File: config.mk
export PLATFORM = sky130hd
export DESIGN_NAME = boot_rom_copier
export DESIGN_NICKNAME = d
export VERILOG_FILES = /design/src/rtl/boot_rom_copier.sv
export SDC_FILE = /design/constraint.sdc
export NUM_CORES = 1
export LEC_CHECK = 0
export CORE_MARGIN = 10
export CORE_UTILIZATION = 57
export DETAILED_ROUTE_END_ITERATION = 7
export PLACE_DENSITY = 0.93
export SLEW_MARGIN = 30
export SYNTH_ARGS = -nofsm -noshare
export SYNTH_HDL_FRONTEND = slang
export SYNTH_SLANG_ARGS = --single-unit
File: constraint.sdc
create_clock -name clk -period 7 [get_ports clk]
set_clock_uncertainty 0.05 [all_clocks]
set_input_delay 1.75 -clock clk [delete_from_list [all_inputs] [get_ports clk]]
set_output_delay 1.75 -clock clk [all_outputs]
set_load 0.01 [all_outputs]
File: src/rtl/boot_rom_copier.sv
`default_nettype none
// ============================================================================
// boot_rom_copier: copies a word range from boot ROM into data RAM, summing it
// Revision: 1.0
// ============================================================================
module boot_rom_copier #(
   parameter int ADDR_WIDTH = 16,
   parameter int DATA_WIDTH = 32
) (
   input  logic                  clk,
   input  logic                  reset,
   input  logic                  start,
   input  logic [ADDR_WIDTH-1:0] src_base,
   input  logic [ADDR_WIDTH-1:0] dst_base,
   input  logic [ADDR_WIDTH-1:0] word_count,
   output logic [ADDR_WIDTH-1:0] rom_address,
   input  logic [DATA_WIDTH-1:0] rom_data,
   output logic [ADDR_WIDTH-1:0] ram_address,
   output logic [DATA_WIDTH-1:0] ram_data,
   output logic                  ram_write_enable,
   output logic                  busy,
   output logic                  done,
   output logic [DATA_WIDTH-1:0] checksum
);

   typedef enum logic [1:0] {
      IDLE  = 2'd0,
      FETCH = 2'd1,
      WRITE = 2'd2,
      DONE  = 2'd3
   } state_t;

   state_t                state;
   state_t                state_next;

   logic [ADDR_WIDTH-3:0] src_word;
   logic [ADDR_WIDTH-3:0] dst_word;
   logic [ADDR_WIDTH-1:0] count;
   logic [ADDR_WIDTH-1:0] index;
   logic [ADDR_WIDTH-1:0] index_inc;
   logic [ADDR_WIDTH-1:0] offset;
   logic [ADDR_WIDTH-1:0] rom_addr_cur;
   logic [ADDR_WIDTH-1:0] ram_addr_cur;
   logic [ADDR_WIDTH-1:0] rom_address_hold;
   logic [ADDR_WIDTH-1:0] ram_address_hold;
   logic [DATA_WIDTH-1:0] ram_data_hold;
   logic [DATA_WIDTH-1:0] data;
   logic [DATA_WIDTH-1:0] sum;
   logic                  unused;

   // Byte-lane bits of the base addresses carry no information for word copies.
   assign unused = ^{src_base[1:0], dst_base[1:0]};

   assign index_inc    = index + ADDR_WIDTH'(1);
   assign offset       = {index[ADDR_WIDTH-3:0], 2'b00};
   assign rom_addr_cur = {src_word, 2'b00} + offset;
   assign ram_addr_cur = {dst_word, 2'b00} + offset;

   // Address/data ports show the live value in their own state and hold otherwise.
   assign rom_address = (state == FETCH) ? rom_addr_cur : rom_address_hold;
   assign ram_address = (state == WRITE) ? ram_addr_cur : ram_address_hold;
   assign ram_data    = (state == WRITE) ? data         : ram_data_hold;
   assign checksum    = sum;

   always_ff @(posedge clk) begin
      if (reset) begin
         state <= IDLE;
      end else begin
         state <= state_next;
      end
   end

   always_comb begin
      state_next       = state;
      busy             = 1'b0;
      done             = 1'b0;
      ram_write_enable = 1'b0;
      case (state)
         IDLE: begin
            if (start) begin
               state_next = (word_count == '0) ? DONE : FETCH;
            end
         end
         FETCH: begin
            busy       = 1'b1;
            state_next = WRITE;
         end
         WRITE: begin
            busy             = 1'b1;
            ram_write_enable = 1'b1;
            state_next       = (index_inc == count) ? DONE : FETCH;
         end
         DONE: begin
            busy       = 1'b1;
            done       = 1'b1;
            state_next = IDLE;
         end
         default: state_next = IDLE;
      endcase
   end

   always_ff @(posedge clk) begin
      if (reset) begin
         src_word         <= '0;
         dst_word         <= '0;
         count            <= '0;
         index            <= '0;
         data             <= '0;
         sum              <= '0;
         rom_address_hold <= '0;
         ram_address_hold <= '0;
         ram_data_hold    <= '0;
      end else begin
         case (state)
            IDLE: begin
               if (start) begin
                  src_word <= src_base[ADDR_WIDTH-1:2];
                  dst_word <= dst_base[ADDR_WIDTH-1:2];
                  count    <= word_count;
                  index    <= '0;
                  sum      <= '0;
               end
            end
            FETCH: begin
               data             <= rom_data;
               rom_address_hold <= rom_addr_cur;
            end
            WRITE: begin
               sum              <= sum + data;
               index            <= index_inc;
               ram_address_hold <= ram_addr_cur;
               ram_data_hold    <= data;
            end
            default: ;
         endcase
      end
   end

endmodule
`default_nettype wire

Word level (Yosys, flattened, before mapping)
Index checks and enable logic that the tools add are counted.

cells by class
  $lt $le $gt $ge = 0
  shifts and indexed selects = 0
  div/mod/pow operators = 0
  multiply operators = 0
  reduce and logical (&&, ||, !) cells = 6
  eq/ne operators = 5
  muxes and demuxes = 14
  bitwise gates (word level) = 0
  add/sub/neg operators = 4

operators by type and width
  cell                                                              count
  32-bit two-way mux                                                2
  32-bit case mux with 2 select lines                               1
  16-bit two-way mux                                                3
  16-bit adder                                                      2
  32-bit adder                                                      1
  16-bit case mux with 2 select lines                               1
  16-bit by 1-bit adder with 16-bit output (second input constant)  1
  16-bit == test                                                    1
  16-bit logical NOT                                                1
  2-bit case mux with 4 select lines                                1
  2-bit two-way mux                                                 3
  2-bit == test (second input constant)                             2
  2-bit AND reduction                                               2
  1-bit two-way mux                                                 3
  3-bit OR reduction                                                1
  2-bit by 1-bit == test with 1-bit output (second input constant)  1
  2-bit logical NOT                                                 1
  2-bit inequality test (second input constant)                     1
  2-bit nonzero test                                                1

word-level totals
  memories kept = 0
  register bits = 190
  RAM bits = 0
  bits of input ports = 83
  bits in read-only memories = 0
  output and inout bits = 99
  latch bits = 0

Depth between registers and ports, before layout
  depth in word-level cells = 4
  depth in mapped cells = 12
  mapped depth without buffers = 12

Least setup slack after synthesis
OpenSTA, ideal clock, no wires.

  path type = register to output
  start point = reg index[1]
  end point = out rom_address[15]
  required time = 5.200 ns
  path slack = 2.725 ns
  data arrival time = 2.475 ns
  path buffers = 0
  cell stages (with the launch flop) = 11
  path through = dfxtp_1 -> ha_1 -> a211oi_2 -> o21bai_1 -> or3_1 -> a311o_1 -> a21o_1 -> a21oi_2 -> o21ai_1 -> xnor2_1 -> a21oi_1

on the way
  longest elaborated chain between the ends = 2

RTL lines
  item                      line  text
  start: declaration        39    logic [ADDR_WIDTH-1:0] index;
  start signal: assignment  130   index <= index_inc;
  16-bit adder              56    assign rom_addr_cur = {src_word, 2'b00} + offset;
  16-bit two-way mux        n/a
  end: declaration          16    output logic [ADDR_WIDTH-1:0] rom_address,

No other way between the ends.

Worst setup path in the final report
Same ends and word-level chain as after synthesis.

==> results.md <==
- RSZ-0062 raised after global routing: no
- Grt ovf: 0
- Post-CTS Repair Setup Buffers: 0
- GR Util All Layers: 0.228
- Final Cycle Share: 0.796
- Largest net degree at the start of global routing: 96
- Slew HR: 0.363
- Row Count: 48
- M2 GR Usage: 0.398
- Worst setup path class: reg2out
- # hold bufs at CTS: 0
- Outcome: completed
- Fill count: 1244
- Post-synthesis sequential area ratio: 0.382
- First-pass GRT wire length: 44900 µm
- Total Wirelength: 28100 µm
- Initial DRC Count: 767
- Placed cells: 1609
- Setup total negative slack: 0 ps
- Pins over their slew limit: 0
- Mean Syn Cell Area: 7.85 µm²
- P&R area growth vs syn: 25.2%
- Synth Instances: 1267
- Core box area: 17200 µm²
- Die area: 23100 µm²
- PostCTS Resize Cnt: 0
- CTS clock-pin slew for the worst setup and hold paths: 70 ps
- CTS max path bufs: 2
- Grt met1 use: 0.264
- CTS H-Tree Depth: 4
- Ports: 182
- Initial Util: 0.579
- Vias per cell: 5.82
- Die Y: 152 µm
- Residual DRC: 0
- Peak Freq: 179 MHz
- Crit path max fanout: 8
- Worst-Margin Slew: 955 ps
- CTS Sinks: 190
- Met3 Track Usage GR: 0.0559
- Number of global-route vias before repair: 9094
- Fin nets: 1547
- CTS tree: done
- Initial DRT Pass Iterations: 7
- Final Non-Filler Cells: 1639
- Clock Latency Late Sink: 440 ps
- Cell Area, Synth: 9950 µm²
- Fin crit period: 5570 ps
- Most used DFF post-synth: dfxtp_1
- Diodes inserted: 0
- Port bufs: 177
- Final hold vios: 0
- Required time worst endpoint: 5200 ps
- Die width: 152 µm
- Layout cells sized above 1: 0.0467
- Final core occ: 0.725
- CP endpoint kind: output port
- CTS buffer count: 17
- #FFs+latches synth: 190
- CP Launch Type: flip-flop
- Leak: 5.23 nW
- Max-cap violations: 0
- Cell area power density: 200 nW/µm²
- Post-DP HPWL: 19600 µm
- Commonest cells after routing, fill and taps aside: nand2_1, dfxtp_1, clkdlybuf4s50_1
- ANT nets after route: 0
- Netlist cell types: 70
- Hold Slack: 412 ps
- Syn. warnings: 0
- Setup violators final: 0
- Initial antenna violation count: 0
- Synth async-reset ratio: 0
- Final Wtd Congestion: 0.872
- Hold Path Class: reg2reg
- Vias: 9547
- Worst vdd ir: 0.192 mV
- Leading cell type in the layout, fill and taps excluded: nand2_1
- Worst EP arrival: 3770 ps
- Overall Power: 2.49 mW
- CTS root buf: clkbuf_16
- Count of flip-flops with a built-in enable after synthesis: 0
- Net Count, Synth: 1411
- Global route hottest layer: met2
- Wirelength per Cell: 17.2 µm
## final timing paths
| path | startpoint | to | slack [ps] | cells after the start |
|---|---|---|---|---|
| worst max-delay path | index[1] | rom_address[15] | 1430 | 11 |
| worst min register to register | dst_word[10] | dst_word[10] | 410 | 2 |
| worst min-delay path | dst_word[10] | dst_word[10] | 410 | 2 |
| worst max register to register | data[0] | checksum[30] | 3800 | 12 |
## synthesized netlist by cell type (11+ instances only)
| master | instances | share of area |
|---|---|---|
| a21oi_1 | 156 | 0.078 |
| nand3_1 | 12 | 0.0060 |
| a22o_1 | 17 | 0.015 |
| nor3_1 | 15 | 0.0075 |
| xnor2_1 | 49 | 0.043 |
| nand2b_1 | 11 | 0.0069 |
| a22oi_1 | 19 | 0.014 |
| nand2_1 | 336 | 0.13 |
| ha_1 | 58 | 0.073 |
| a21o_1 | 18 | 0.014 |
| clkbuf_1 | 63 | 0.024 |
| nor2b_1 | 24 | 0.015 |
| dfxtp_1 | 190 | 0.38 |
| inv_1 | 14 | 0.0053 |
| o21ai_0 | 47 | 0.024 |
| nor2_1 | 77 | 0.029 |
| a211oi_1 | 12 | 0.0091 |
| xor2_1 | 21 | 0.018 |
## cells by family after synthesis
| group | synth area share |
|---|---|
| flip-flops | 0.382 |
| AND/OR/NAND/NOR | 0.225 |
| buffers and inverters | 0.0313 |
| XOR/XNOR | 0.0616 |
| adder cells (fa/ha/maj) | 0.0790 |
| AO/OA/AOI/OAI | 0.221 |
## routing by layer
layer | share of wire | wire (µm)
met1 | 0.41 | 11500
met2 | 0.49 | 13900
met3 | 0.069 | 1940
met4 | 0.029 | 817
met5 | 0 | 0
## worst max-delay path, cell delays in order, from the launching register on
cell and delay, ps:
dfxtp_1 540, ha_1 330, a211oi_2 240, o21bai_1 160
or3_1 360, a311o_1 310, a21o_1 210, a21oi_2 180
o21ai_1 120, xnor2_1 150, a21oi_1 150, clkdlybuf4s50_1 580
## cell type report
class	count	area, µm²	area share
flip-flops and latches	190	3800	0.305
repair buffers	184	1840	0.148
well taps	225	282	0.0226
multi-input cells	995	5850	0.470
clock inverters	9	159	0.0128
clock buffers	21	460	0.0370
inverters	15	57.6	0.00462
## state kept, by name (all words and copies together), names as in the netlist
name,flops
checksum,32
data,32
ram_data_hold,32
count,16
index,16
ram_address_hold,16
rom_address_hold,16
dst_word,14
src_word,14
state,2
## power by group
group / total [mW] / leakage (nW) / internal [mW] / switching (mW)
Sequential: 1.15 / 1.54 / 1.12 / 0.0285
Combinational: 0.304 / 3.39 / 0.131 / 0.173
Clock: 1.04 / 0.300 / 0.616 / 0.423
## stage by stage
step                      setup slack [ps]  instance area (µm²)
after global routing                  1240                12500
after detailed placement              1990                11800
after floorplan                       2720                 9950
final                                 1430                12500
after global placement                2060                11800
after CTS                             1450                12500
Power figures use the tool's default switching activity.
